$ cat src/rtl/enc8b10b_pkg.sv
// rtl/enc8b10b_pkg.sv - shared 8B/10B constants, comma patterns and aligner state type
package enc8b10b_pkg;

  // K28.5 code groups for both running disparities, bit "a" in [9].
  localparam logic [9:0] K28_5_RDN = 10'b0011111010;
  localparam logic [9:0] K28_5_RDP = 10'b1100000101;

  // 7-bit comma sequences (both polarities) found at the head of K28.1/5/7.
  localparam logic [6:0] COMMA_P = 7'b0011111;
  localparam logic [6:0] COMMA_N = 7'b1100000;

  // Number of candidate bit offsets inside a 10-bit symbol.
  localparam int NUM_OFFSETS = 10;

  typedef enum logic [1:0] {
    LOS  = 2'd0,
    ACQ  = 2'd1,
    SYNC = 2'd2
  } align_state_t;

  // True when a 7-bit slice of the line is a comma of either polarity.
  function automatic logic is_comma7(input logic [6:0] bits);
    return (bits == COMMA_P) || (bits == COMMA_N);
  endfunction

endpackage

$ cat src/rtl/comma_detect.sv
// rtl/comma_detect.sv - combinational comma search over a 20-bit two-word window
module comma_detect
  import enc8b10b_pkg::*;
(
  input  logic [19:0] window,
  output logic        hit,
  output logic [3:0]  k,
  output logic [9:0]  hit_vec
);

  // Candidate k starts at window[19-k]; its first seven bits decide the comma.
  // The deepest candidate (k=9) ends at window[4], so the tail is never inspected.
  logic unused_tail;
  assign unused_tail = ^window[3:0];

  // Per-offset comma flags.
  always_comb begin
    hit_vec = '0;
    for (int i = 0; i < NUM_OFFSETS; i++) begin
      hit_vec[i] = is_comma7(window[19-i -: 7]);
    end
  end

  // Lowest offset wins: scan from high to low so the lowest hit is written last.
  always_comb begin
    hit = 1'b0;
    k   = 4'd0;
    for (int i = NUM_OFFSETS - 1; i >= 0; i--) begin
      if (hit_vec[i]) begin
        hit = 1'b1;
        k   = 4'(i);
      end
    end
  end

endmodule

$ cat src/rtl/comma_align.sv
// rtl/comma_align.sv - K28.5 word aligner with lock/loss hysteresis and one output register
module comma_align
  import enc8b10b_pkg::*;
#(
  parameter int LOCK_CNT = 3,
  parameter int LOSS_CNT = 3,
  parameter int MAX_GAP  = 64
) (
  input  logic       clk,
  input  logic       rst,
  input  logic [9:0] din,
  input  logic       din_vld,
  output logic [9:0] dout,
  output logic       dout_vld,
  output logic       is_comma,
  output logic       locked,
  output logic [3:0] offset
);

  localparam int CNT_W  = $clog2(LOCK_CNT + 1);
  localparam int MISS_W = $clog2(LOSS_CNT + 1);
  localparam int GAP_W  = $clog2(MAX_GAP + 1);

  localparam logic [CNT_W-1:0]  CNT_LOCK  = CNT_W'(LOCK_CNT);
  localparam logic [MISS_W-1:0] MISS_LOSS = MISS_W'(LOSS_CNT);
  localparam logic [GAP_W-1:0]  GAP_LOSS  = GAP_W'(MAX_GAP);

  // Registered state.
  logic [9:0]        prev;
  logic              primed;
  align_state_t      state_q;
  logic [3:0]        offset_q;
  logic [CNT_W-1:0]  cnt_q;
  logic [MISS_W-1:0] miss_q;
  logic [GAP_W-1:0]  gap_q;

  // Next-state values.
  align_state_t      state_d;
  logic [3:0]        offset_d;
  logic [CNT_W-1:0]  cnt_d;
  logic [MISS_W-1:0] miss_d;
  logic [GAP_W-1:0]  gap_d;

  // Detection results for the current window.
  logic [19:0] window;
  logic        hit;
  logic [3:0]  hit_k;
  logic [9:0]  hit_vec;
  logic        aligned;
  logic        load;
  logic [3:0]  off_cur;
  logic [9:0]  cand;
  logic        cand_comma;

  // Saturating increments.
  logic [CNT_W-1:0]  cnt_inc;
  logic [MISS_W-1:0] miss_inc;
  logic [GAP_W-1:0]  gap_inc;

  // The last window bit is never part of any candidate.
  logic unused_lsb;
  assign unused_lsb = window[0];

  assign window = {prev, din};

  comma_detect u_detect (
    .window  (window),
    .hit     (hit),
    .k       (hit_k),
    .hit_vec (hit_vec)
  );

  assign cnt_inc  = (cnt_q  == '1) ? cnt_q  : cnt_q  + 1'b1;
  assign miss_inc = (miss_q == '1) ? miss_q : miss_q + 1'b1;
  assign gap_inc  = (gap_q  == '1) ? gap_q  : gap_q  + 1'b1;

  // Comma present at the stored offset.
  always_comb begin
    aligned = 1'b0;
    for (int i = 0; i < NUM_OFFSETS; i++) begin
      if (offset_q == 4'(i)) begin
        aligned = hit_vec[i];
      end
    end
  end

  // Alignment FSM: next state, offset load and counter updates for the current word.
  always_comb begin
    state_d  = state_q;
    offset_d = offset_q;
    cnt_d    = cnt_q;
    miss_d   = miss_q;
    gap_d    = gap_q;
    load     = 1'b0;
    if (din_vld && primed) begin
      unique case (state_q)
        LOS: begin
          if (hit) begin
            load     = 1'b1;
            offset_d = hit_k;
            cnt_d    = CNT_W'(1);
            if (CNT_W'(1) >= CNT_LOCK) begin
              state_d = SYNC;
              gap_d   = '0;
              miss_d  = '0;
            end else begin
              state_d = ACQ;
            end
          end
        end
        ACQ: begin
          if (aligned) begin
            cnt_d = cnt_inc;
            if (cnt_inc >= CNT_LOCK) begin
              state_d = SYNC;
              gap_d   = '0;
              miss_d  = '0;
            end
          end else if (hit) begin
            load     = 1'b1;
            offset_d = hit_k;
            cnt_d    = CNT_W'(1);
          end
        end
        SYNC: begin
          if (aligned) begin
            gap_d  = '0;
            miss_d = '0;
          end else begin
            gap_d = gap_inc;
            if (hit) begin
              miss_d = miss_inc;
            end
            if ((gap_inc >= GAP_LOSS) || (hit && (miss_inc >= MISS_LOSS))) begin
              state_d = LOS;
            end
          end
        end
        default: state_d = LOS;
      endcase
    end
  end

  // Offset used for this word's output: a freshly loaded k takes effect immediately.
  assign off_cur = load ? hit_k : offset_q;

  // Candidate code group and its comma flag at the output offset.
  always_comb begin
    cand       = 10'd0;
    cand_comma = 1'b0;
    for (int i = 0; i < NUM_OFFSETS; i++) begin
      if (off_cur == 4'(i)) begin
        cand       = window[19-i -: 10];
        cand_comma = hit_vec[i];
      end
    end
  end

  // Window history, priming flag, state and counters advance only on valid words.
  always_ff @(posedge clk) begin
    if (rst) begin
      prev     <= 10'd0;
      primed   <= 1'b0;
      state_q  <= LOS;
      offset_q <= 4'd0;
      cnt_q    <= '0;
      miss_q   <= '0;
      gap_q    <= '0;
    end else if (din_vld) begin
      prev     <= din;
      primed   <= 1'b1;
      state_q  <= state_d;
      offset_q <= offset_d;
      cnt_q    <= cnt_d;
      miss_q   <= miss_d;
      gap_q    <= gap_d;
    end
  end

  // Output register: a word is emitted only when it leaves the aligner in SYNC.
  always_ff @(posedge clk) begin
    if (rst) begin
      dout     <= 10'd0;
      dout_vld <= 1'b0;
      is_comma <= 1'b0;
    end else if (din_vld) begin
      dout     <= cand;
      dout_vld <= (state_d == SYNC);
      is_comma <= (state_d == SYNC) && cand_comma;
    end else begin
      dout_vld <= 1'b0;
      is_comma <= 1'b0;
    end
  end

  assign locked = (state_q == SYNC);
  assign offset = offset_q;

endmodule

$ cat config.mk
export PLATFORM = sky130hd
export DESIGN_NAME = comma_align
export DESIGN_NICKNAME = d
export VERILOG_FILES = /design/src/rtl/enc8b10b_pkg.sv /design/src/rtl/comma_detect.sv /design/src/rtl/comma_align.sv
export SDC_FILE = /design/constraint.sdc
export NUM_CORES = 1
export LEC_CHECK = 0
export ABC_AREA = 0
export BUFFER_PORTS_ARGS = -buffer_cell sky130_fd_sc_hd__buf_2
export CORE_MARGIN = 2
export CORE_UTILIZATION = 65
export CTS_CLUSTER_SIZE = 20
export DETAILED_ROUTE_END_ITERATION = 10
export GPL_ROUTABILITY_DRIVEN = 0
export GPL_TIMING_DRIVEN = 0
export PLACE_DENSITY = 0.9
export SYNTH_ARGS = -nofsm -noshare
export SYNTH_HDL_FRONTEND = slang
export SYNTH_HIERARCHICAL = 1
export SYNTH_SLANG_ARGS = --single-unit
$ cat constraint.sdc
create_clock -name clk -period 8.8 [get_ports clk]
set_input_delay 1.76 -clock clk [delete_from_list [all_inputs] [get_ports clk]]
set_output_delay 1.76 -clock clk [all_outputs]
set_load 0.01 [all_outputs]
==> impl_metrics.env <==
export IMPL_layout_nets=506
export IMPL_yosysSeqAreaShare_pct=23.09
export IMPL_grt_pass1_vias=3634
export IMPL_fmaxAchievable_ghz=0.1695
export IMPL_rows=26
export IMPL_ctsRootBufferMaster="clkbuf_8"
export IMPL_ant_nets=0
export IMPL_insertion_delay_ns=0.31
export IMPL_dr_pass1_iters=6
export IMPL_vias_per_cell=7.114
export IMPL_fin_crit_sh_pct=67.03
export IMPL_portBuffers=29
export IMPL_slew_headroom_pct=29.01
export IMPL_drc=0
export IMPL_die_x_um=77.05
export IMPL_netlist_area_um2=3468
export IMPL_grt_max_degree=15
export IMPL_synth_compound_area_share_pct=31.93
export IMPL_async_reset_ff_share_pct=0
export IMPL_synthMuxAreaShare_pct=10.93
export IMPL_placed_area_um2=3701
export IMPL_multi_input_area_um2=2490
export IMPL_grt_antenna_before_repair=0
export IMPL_rsz0062_at_grt="no"
export IMPL_p_per_area_nw_per_um2=113.7
export IMPL_synth_seq_cells=40
export IMPL_grt_pass1_wl_mm=17.11
export IMPL_hold_buffers=0
export IMPL_synth_top_family_by_area="compound AO/OA/AOI/OAI gates"
export IMPL_start_util_pct=67.48
export IMPL_h_tree_depth=2
export IMPL_num_vias=3977
export IMPL_drt_iter0_drc=555
export IMPL_leakage_nw=1.511
export IMPL_synth_edf_count=0
export IMPL_peakVddDrop_v=0.0001036
export IMPL_outcome="completed"
export IMPL_fin_area_um2=3822
export IMPL_die_area_um2=5936
export IMPL_worstMarginPinSlew_ns=1.051
export IMPL_cts_buffers_inserted=5
export IMPL_max_cap_violations=0
export IMPL_wl_mm=10.45
export IMPL_cp_max_fo=10
export IMPL_seqCellArea_um2=800.8
export IMPL_ioPinCount=30
export IMPL_final_core_util_pct=74.37
export IMPL_period_minus_slack_ns=5.898
export IMPL_worstPathRequired_ns=8.97
export IMPL_clk_pin_slew_ns=0.08
export IMPL_clkSinkCount=40
export IMPL_synth_xor_area_share_pct=0.7576
export IMPL_core_area_um2=5140
export IMPL_critPathArrivalTime_ns=6.07
export IMPL_critPathKind="primary input to flop"
export IMPL_slew_viol_final=0
export IMPL_dieHeight_um=77.05
export IMPL_critPathCaptureType="flop"
export IMPL_finalClockSkew_ns=0.01352
export IMPL_cts_buffer_depth=2
export IMPL_synth_net_count=470
export IMPL_dpl_hpwl_mm=7.197
export IMPL_setup_tns_ns=0
export IMPL_synth_flop_cell="dfxtp_1"
export IMPL_grt_overflow_total=0
export IMPL_nFillCells=411
export IMPL_synth_area_per_cell_um2=7.673
export IMPL_yosysWarningCount=6
export IMPL_hold_viol_final=0
export IMPL_cts_setup_buffers=0
export IMPL_netlist_instances=452
export IMPL_synth_cell_type_count=73
export IMPL_cts_resized=0
export IMPL_hold_class="flop to flop"
export IMPL_diodes=0
export IMPL_grt_total_usage_pct=34.70
export IMPL_cts_tree="done"
export IMPL_setup_violations=0
export IMPL_yosys_area_share_adder_pct=1.804
export IMPL_drive_above_1_share_pct=15.34
export IMPL_synth_simple_gate_area_share_pct=26.37
export IMPL_cp_start_kind="primary input"
export IMPL_areaGrowthSynthToFinish_pct=10.21
export IMPL_avgRoutedWirePerCell_um=18.70
placed cells by master (no fill, tap or decap), drive strengths merged, types with 4 or more instances in the layout:
master,synthesis,final
a211oi,8,8
a21o,7,7
a21oi,25,25
a22oi,18,18
and3,5,5
buf,12,41
clkbuf,19,25
dfxtp,40,40
ha,5,5
inv,6,6
mux2,6,6
mux2i,30,30
nand2,56,56
nand2b,9,9
nand3,12,12
nand4,6,6
nor2,62,62
nor2b,4,4
nor3,7,7
o2111ai,8,8
o211ai,4,4
o21a,5,5
o21ai,16,16
o221ai,8,8
o22ai,12,12
o32ai,6,6
or4,4,4
or4b,5,5
sequential cells by signal, indices dropped and copies added (netlist names):
register / count
cnt_q: 2
prev: 10
state_q: 2
primed: 1
offset: 4
dout_vld: 1
miss_q: 2
gap_q: 7
is_comma: 1
dout: 10
report_power, final:
part	internal, mW	leakage, nW	total, mW	switching, mW
clock network	0.0930	0.0614	0.170	0.0766
registers	0.187	0.326	0.195	0.00796
logic	0.0252	1.12	0.0700	0.0448
critical path: stages:
cell and delay, ns:
buf_2 0.18, nand2_1 0.10, o41ai_1 0.93, or4_4 0.28, or3_1 0.13, clkbuf_1 0.36
o2111ai_1 0.37, a211oi_2 0.38, a211oi_1 0.19, a32oi_2 0.46, clkbuf_1 0.40, o2111ai_1 0.22
a21oi_1 0.20, o22ai_1 0.09
cell usage after synthesis, drive strengths merged, types with 7 or more instances:
cell / n / area, um^2
nor2: 62 / 237.7
o221ai: 8 / 70.07
nor3: 7 / 35.03
o22ai: 12 / 75.07
dfxtp: 40 / 800.8
mux2i: 30 / 304.0
a211oi: 8 / 70.06
o21ai: 16 / 80.08
a21oi: 25 / 125.1
nand2: 56 / 212.7
buf: 12 / 82.57
clkbuf: 19 / 72.56
nand3: 12 / 60.06
a21o: 7 / 52.55
o2111ai: 8 / 70.07
a22oi: 18 / 135.1
nand2b: 9 / 56.30
through the flow:
step	hold WS, ns	worst slack (ns)	instances	power, mW
2_1_floorplan	0.4400	3.796	452	0.2428
3_3_place_gp	0.4605	2.980	551	0.2630
3_5_place_dp	0.4636	2.842	551	0.2654
4_1_cts	0.4782	3.143	559	0.4275
5_1_grt	0.5083	2.750	559	0.4447
6_report	0.4809	2.902	559	0.4345
worst paths after layout:
| check | startpoint | end | slack [ns] | depth (start not counted) |
|---|---|---|---|---|
| worst max-delay path | din[9] | dout[6] | 2.90 | 14 |
| worst max register to register | prev[0] | dout[6] | 3.98 | 13 |
| worst min-delay path | dout[0] | dout[0] | 0.48 | 2 |
| worst min register to register | dout[0] | dout[0] | 0.48 | 2 |
cell type report:
type                            count  area share (%)
Buffer                             31           4.059
Clock buffer                        6           2.160
Clock inverter                      2           1.015
Inverter                            6          0.5892
Multi-Input combinational cell    375           65.14
Sequential cell                    40           20.95
Tap cell                           70           2.291
Timing Repair Buffer               29           3.797
layer usage:
layer / track usage [%] / wire length (um) / vias to the layer above
met2: 56.93 / 4722 / 284
met4: 13.75 / 469 / 0
li1: - / - / 1792
met3: 6.235 / 1006 / 62
met5: 0 / 0 / -
met1: 45.22 / 4253 / 1839
cell families after synthesis:
family | count (synthesis)
muxes | 36
buffers and inverters | 37
xor gates and xnor gates | 3
AOI/OAI and AO/OA | 144
and+or+nand+nor | 187
DFF | 40
adders and majority gates | 5
No activity file was read; power rests on OpenSTA's default activity.
